`src/rtl/cordic_pipe_stage.sv`:
```
// -----------------------------------------------------------------------------
// cordic_pipe_stage
//
// One registered micro-rotation of a pipelined CORDIC rotator. The direction of
// rotation follows the sign of the incoming phase residual Z (zero rotates in
// the positive direction). X and Y are updated with arithmetically shifted
// cross-terms, and the stage's arctangent constant is removed from Z:
//
//   z >= 0 : x' = x - (y >>> shift), y' = y + (x >>> shift), z' = z - constant
//   z <  0 : x' = x + (y >>> shift), y' = y - (x >>> shift), z' = z + constant
//
// All arithmetic wraps: modulo 2^bitwidth for X/Y and 2^zwidth for Z. There is
// no saturation, no overflow flag and no gain compensation. The parent chain
// provides the headroom and absorbs the ~1.647 CORDIC gain.
//
// Latency is exactly one clock. A new sample is accepted every clock, and there
// is no handshake. The outputs come straight from registers.
//
// Parameters:
//   bitwidth : X/Y datapath width (two's complement)
//   zwidth   : phase residual width (two's complement)
//   shift    : stage index k, the arithmetic right shift of the cross-terms,
//              legal range 0 .. bitwidth-1
//
// Ports:
//   clk      : rising-edge clock
//   reset    : synchronous, active-high; clears xo/yo/zo
//   xi, yi   : X/Y in, bitwidth bits, two's complement
//   zi       : phase residual in, zwidth bits, two's complement
//   constant : arctangent constant for this stage, zwidth bits, unsigned
//   xo, yo   : registered X/Y out
//   zo       : registered phase residual out
//
// Build option:
//   CORDIC_STAGE_ROUND_EN : when defined and shift > 0, the shifted cross-terms
//                           are rounded half-up instead of truncated (floor).
//                           The default build leaves it undefined and truncates.
// -----------------------------------------------------------------------------
module cordic_pipe_stage #(
    parameter int bitwidth = 18,
    parameter int zwidth   = 15,
    parameter int shift    = 0
) (
    input  logic                clk,
    input  logic                reset,
    input  logic [bitwidth-1:0] xi,
    input  logic [bitwidth-1:0] yi,
    input  logic [zwidth-1:0]   zi,
    input  logic [zwidth-1:0]   constant,
    output logic [bitwidth-1:0] xo,
    output logic [bitwidth-1:0] yo,
    output logic [zwidth-1:0]   zo
);

    // -------------------------------------------------------------------------
    // Shifted cross-terms
    // -------------------------------------------------------------------------
    logic [bitwidth-1:0] xs;
    logic [bitwidth-1:0] ys;

    generate
        if (shift == 0) begin : g_no_shift
            // With no shift the cross-terms are the raw inputs in both builds.
            // This also avoids referencing bit index -1 in the rounding path.
            assign xs = xi;
            assign ys = yi;
        end else begin : g_shift
            logic [bitwidth-1:0] xs_floor;
            logic [bitwidth-1:0] ys_floor;

            // Arithmetic shift replicates the sign bit and discards the low
            // bits, which gives floor(v / 2^shift).
            assign xs_floor = $unsigned($signed(xi) >>> shift);
            assign ys_floor = $unsigned($signed(yi) >>> shift);

`ifdef CORDIC_STAGE_ROUND_EN
            // Half-up rounding adds back the most significant discarded bit.
            // The sum wraps within bitwidth like the rest of the datapath.
            assign xs = xs_floor + {{(bitwidth-1){1'b0}}, xi[shift-1]};
            assign ys = ys_floor + {{(bitwidth-1){1'b0}}, yi[shift-1]};
`else
            assign xs = xs_floor;
            assign ys = ys_floor;
`endif
        end
    endgenerate

    // -------------------------------------------------------------------------
    // Rotation direction and next-state datapath
    // -------------------------------------------------------------------------
    logic                z_is_pos;
    logic [bitwidth-1:0] x_d;
    logic [bitwidth-1:0] y_d;
    logic [zwidth-1:0]   z_d;

    // Zero counts as positive, so only the sign bit matters.
    assign z_is_pos = ~zi[zwidth-1];

    always_comb begin
        // NOTE: every output of a combinational block gets a default first so
        // that no path leaves it unassigned, which would infer a latch.
        x_d = xi;
        y_d = yi;
        z_d = zi;
        if (z_is_pos) begin
            x_d = xi - ys;
            y_d = yi + xs;
            z_d = zi - constant;
        end else begin
            x_d = xi + ys;
            y_d = yi - xs;
            z_d = zi + constant;
        end
    end

    // -------------------------------------------------------------------------
    // Output registers
    // -------------------------------------------------------------------------
    logic [bitwidth-1:0] x_q;
    logic [bitwidth-1:0] y_q;
    logic [zwidth-1:0]   z_q;

    // Reset takes priority over the datapath on the same edge, so a reset
    // asserted mid-stream drops the in-flight sample completely.
    always_ff @(posedge clk) begin
        // NOTE: state registers use non-blocking assignments so that every
        // register samples values from before the edge, whatever the order of
        // the statements.
        if (reset) begin
            x_q <= '0;
            y_q <= '0;
            z_q <= '0;
        end else begin
            x_q <= x_d;
            y_q <= y_d;
            z_q <= z_d;
        end
    end

    assign xo = x_q;
    assign yo = y_q;
    assign zo = z_q;

endmodule

```
`config.mk`:
```
export PLATFORM = sky130hd
export DESIGN_NAME = cordic_pipe_stage
export DESIGN_NICKNAME = d
export VERILOG_FILES = /design/src/rtl/cordic_pipe_stage.sv
export SDC_FILE = /design/constraint.sdc
export NUM_CORES = 1
export LEC_CHECK = 0
export CAP_MARGIN = 20
export CORE_UTILIZATION = 35
export DETAILED_ROUTE_END_ITERATION = 12
export PLACE_DENSITY_LB_ADDON = 0.12
export REMOVE_ABC_BUFFERS = 1
export SYNTH_ARGS = -nofsm -noshare
export SYNTH_HDL_FRONTEND = slang
export SYNTH_SLANG_ARGS = --single-unit
```
`constraint.sdc`:
```
create_clock -name clk -period 6.47 [get_ports clk]
set_input_delay 0.9705 -clock clk [delete_from_list [all_inputs] [get_ports clk]]
set_output_delay 0.9705 -clock clk [all_outputs]
set_load 0.01 [all_outputs]
```
==> summary.txt <==
Die
  – Rows: between 40 and 50
  – I/O Pins: ~120
  – Core area: 13990 um2
  – Die Ht: 122.0 um
  – Die ar.: 14890 um2
  – Starting Density: 0.3605
  – DIE WIDTH: 122.0 um

Timing
  – Relative slew slack: 0.3034
  – Final period utilization: 0.6028
  – Least-Margin Pin Slew: 1.045 ns
  – Setup_tns: 0 ns
  – Final hold vios: 0
  – Final min period: 3.900 ns
  – Final Setup Violations: 0
  – Max Slew Vio Count: 0
  – F_max: between 200 and 300 MHz
  – RSZ-0062 raised after global routing: false

Yosys
  – Post-synth EDFFs: 0
  – Post-Syn Area: 5042 um2
  – Post-synthesis async set-or-reset flop share: 0
  – Main synth FF type: dfxtp_1
  – Register bit total from synthesis: 50
  – Sequential share of the synthesized area: 0.1985
  – Syn_area_per_cell: 7.891 um2
  – YS warnings: 0
  – Library cells used by synthesis: 66
  – Gate count of the mapped netlist: approximately 640

Min path
  – Hold Path Class: in -> reg

Final layout
  – ANT cells: 0
  – P&R area growth vs syn: 27.22%
  – Leading cell type in the layout, fill and taps excluded: clkdlybuf4s50_1
  – Share of layout cells above drive strength 1: 0.05277
  – Fin nets: 881
  – Post-route cell area: 6415 um2
  – Most frequent cells in the layout: 116 x clkdlybuf4s50_1, 71 x nor2_1, 70 x a21oi_1, 70 x ha_1, 56 x inv_1

Route
  – Number of antenna-violating nets in the routed design: 0
  – Vias per cell: 5.158
  – Vias: 4740
  – DRC viols: 0
  – Routed wire length: about 14000 um
  – DR iter-0 viols: 243
  – First-pass detailed-route iteration total: 5
  – Average wire per standard cell: between 10 and 15 um

Worst setup path
  – Worst Path Arrival: 4.05 ns
  – CP Launch Type: input port
  – Worst path cell trace: clkdlybuf4s50_1 -> nor2_1 -> nor4b_1 -> nand2_1 -> nor2_1 -> a21oi_1 -> xor2_1 -> ha_1 -> a21o_1 -> a21o_1 -> o41ai_2 -> xor2_1 -> nor2_1
  – Crit path largest cell delay: roughly 0.59 ns
  – Setup Crit Path Kind: in -> reg
  – Critical Path RT: 6.62 ns
  – Crit end category: register
  – Most used cell, CP: nor2_1
  – Crit path max-delay cell type: nor4b_1
  – Worst-path maximum fanout: 4

Place
  – IO buf count: 118
  – Placed standard-cell area: 6275 um2
  – HPWL Detailed: slightly above 10000 um
  – RD Place Congestion: 0.8633

Pwr
  – Clock share of power: 0.221
  – Reg power frac: 0.307
  – Int Pwr: 770.3 uW
  – Switching Share: 0.3601
  – Switching power: 433.6 uW
  – Gate power share: 0.471
  – Power Density: 187.7 nW/um2
  – Leakage power: 2.840 nW
  – Max VDD drop: 0.1162 mV

Global route
  – GRT Util Overall: 0.1854
  – Largest net degree at the start of global routing: 58
  – First-pass GRT wire length: 21750 um
  – Total grt overflow: 0
  – Number of global-route vias before repair: 4541
  – Initial antenna violation count: 0

Job
  – Max-cap viol count: 0

Clock network
  – CTS Sinks: 50
  – CTS H-tree lvls: 2
  – CTS Buf Count: 5
  – Setup bufs post-CTS: 0
  – Root buffer cell: clkbuf_16
  – CTS tree: done
  – Clock-pin slew on the worst setup and hold paths: 0.07 ns
  – Maximum clock path buffer count: 2
  – CTS resizes: 0
  – Cts hold-fix bufs: 0

Status
  – Status: finished, final reports clean
[registers in the layout, summed over array words and instances (netlist names)]
register	count
yo	17
zo	15
xo	18
[through the flow]
stage	hold WS, ns	setup WS, ns	power (mW)	util	cells
final	1.345	2.570	1.204	0.4586	919
after floorplan	1.037	3.143	0.7083	-	613
after CTS	1.345	2.534	1.216	0.4586	919
after detailed placement	1.666	2.228	0.9407	0.4486	912
after global placement	1.657	2.387	0.9363	0.4486	912
after global routing	1.397	2.311	1.284	0.4586	919
[power groups by stage]
stage | logic [mW] | clock network [mW] | registers [mW]
finish | 0.568 | 0.267 | 0.370
global route | 0.623 | 0.287 | 0.375
CTS | 0.569 | 0.276 | 0.370
detailed placement | 0.564 | 0 | 0.376
global placement | 0.560 | 0 | 0.376
floorplan | 0.308 | 0 | 0.400
[cells in the mapped netlist (all sizes together), types with 2 or more instances]
master / count / share of area
a211oi: 7 / 0.013
a21o: 20 / 0.030
a21oi: 70 / 0.069
a221oi: 2 / 0.0035
a31oi: 4 / 0.0050
and2: 2 / 0.0025
buf: 11 / 0.016
clkbuf: 15 / 0.018
dfxtp: 50 / 0.20
fa: 4 / 0.016
ha: 70 / 0.17
inv: 59 / 0.044
mux2: 2 / 0.0045
mux2i: 22 / 0.044
nand2: 34 / 0.025
nand2b: 8 / 0.011
nand3: 2 / 0.0020
nand3b: 3 / 0.0045
nand4: 4 / 0.0050
nor2: 71 / 0.053
nor2b: 11 / 0.014
nor3: 24 / 0.024
nor3b: 2 / 0.0040
nor4: 2 / 0.0055
o211ai: 3 / 0.0045
o21a: 9 / 0.013
o21ai: 43 / 0.044
o21bai: 3 / 0.0045
o22ai: 2 / 0.0025
o311ai: 4 / 0.012
o31a: 3 / 0.0052
o31ai: 5 / 0.0084
o41ai: 5 / 0.010
or2: 5 / 0.0062
or3: 3 / 0.0050
xnor2: 21 / 0.036
xor2: 23 / 0.040
[worst paths after layout]
path / start / end / slack, ns / depth (start not counted)
setup / recovery: constant[2] / zo[13] / 2.57 / 13
hold / removal: reset / zo[14] / 1.35 / 2
[routing by layer]
| layer | share of wire | global-route usage | up-vias |
|---|---|---|---|
| met5 | 0 | 0 | - |
| met4 | 0.013 | 0.06096 | 0 |
| met3 | 0.054 | 0.02949 | 12 |
| met2 | 0.49 | 0.3189 | 152 |
| met1 | 0.45 | 0.2338 | 2170 |
| li1 | - | - | 2406 |
[area by class of cell]
cell class              instances  area (um2)
fillers                      1437        7574
repair buffers                119        1179
flip-flops and latches         50        1001
multi-input cells             503        3645
clock inverters                 2       15.01
inverters                      60       225.2
clock buffers                   5       125.1
well taps                     180       225.2
[critical path: cells and delay by family]
| kind | cells | cell delay [ns] |
|---|---|---|
| buffers and inverters | 1 | 0.45 |
| and+or+nand+nor | 5 | 1.13 |
| adders and majority gates | 1 | 0.34 |
| xor gates and xnor gates | 2 | 0.41 |
| AOI/OAI and AO/OA | 4 | 0.76 |
[cells by family (layout without fill, tap and decap cells)]
group                    count (synthesis)  in the layout  share of synthesized area
multiplexers                            24             24                    0.04814
adder cells (fa/ha/maj)                 74             74                     0.1896
buffers and inverters                   86            186                    0.07866
AND/OR/NAND/NOR                        174            174                     0.1665
AO/OA/AOI/OAI                          187            187                     0.2422
flip-flops                              50             50                     0.1985
XOR/XNOR                                44             44                    0.07643
Power figures use the tool's default switching activity.
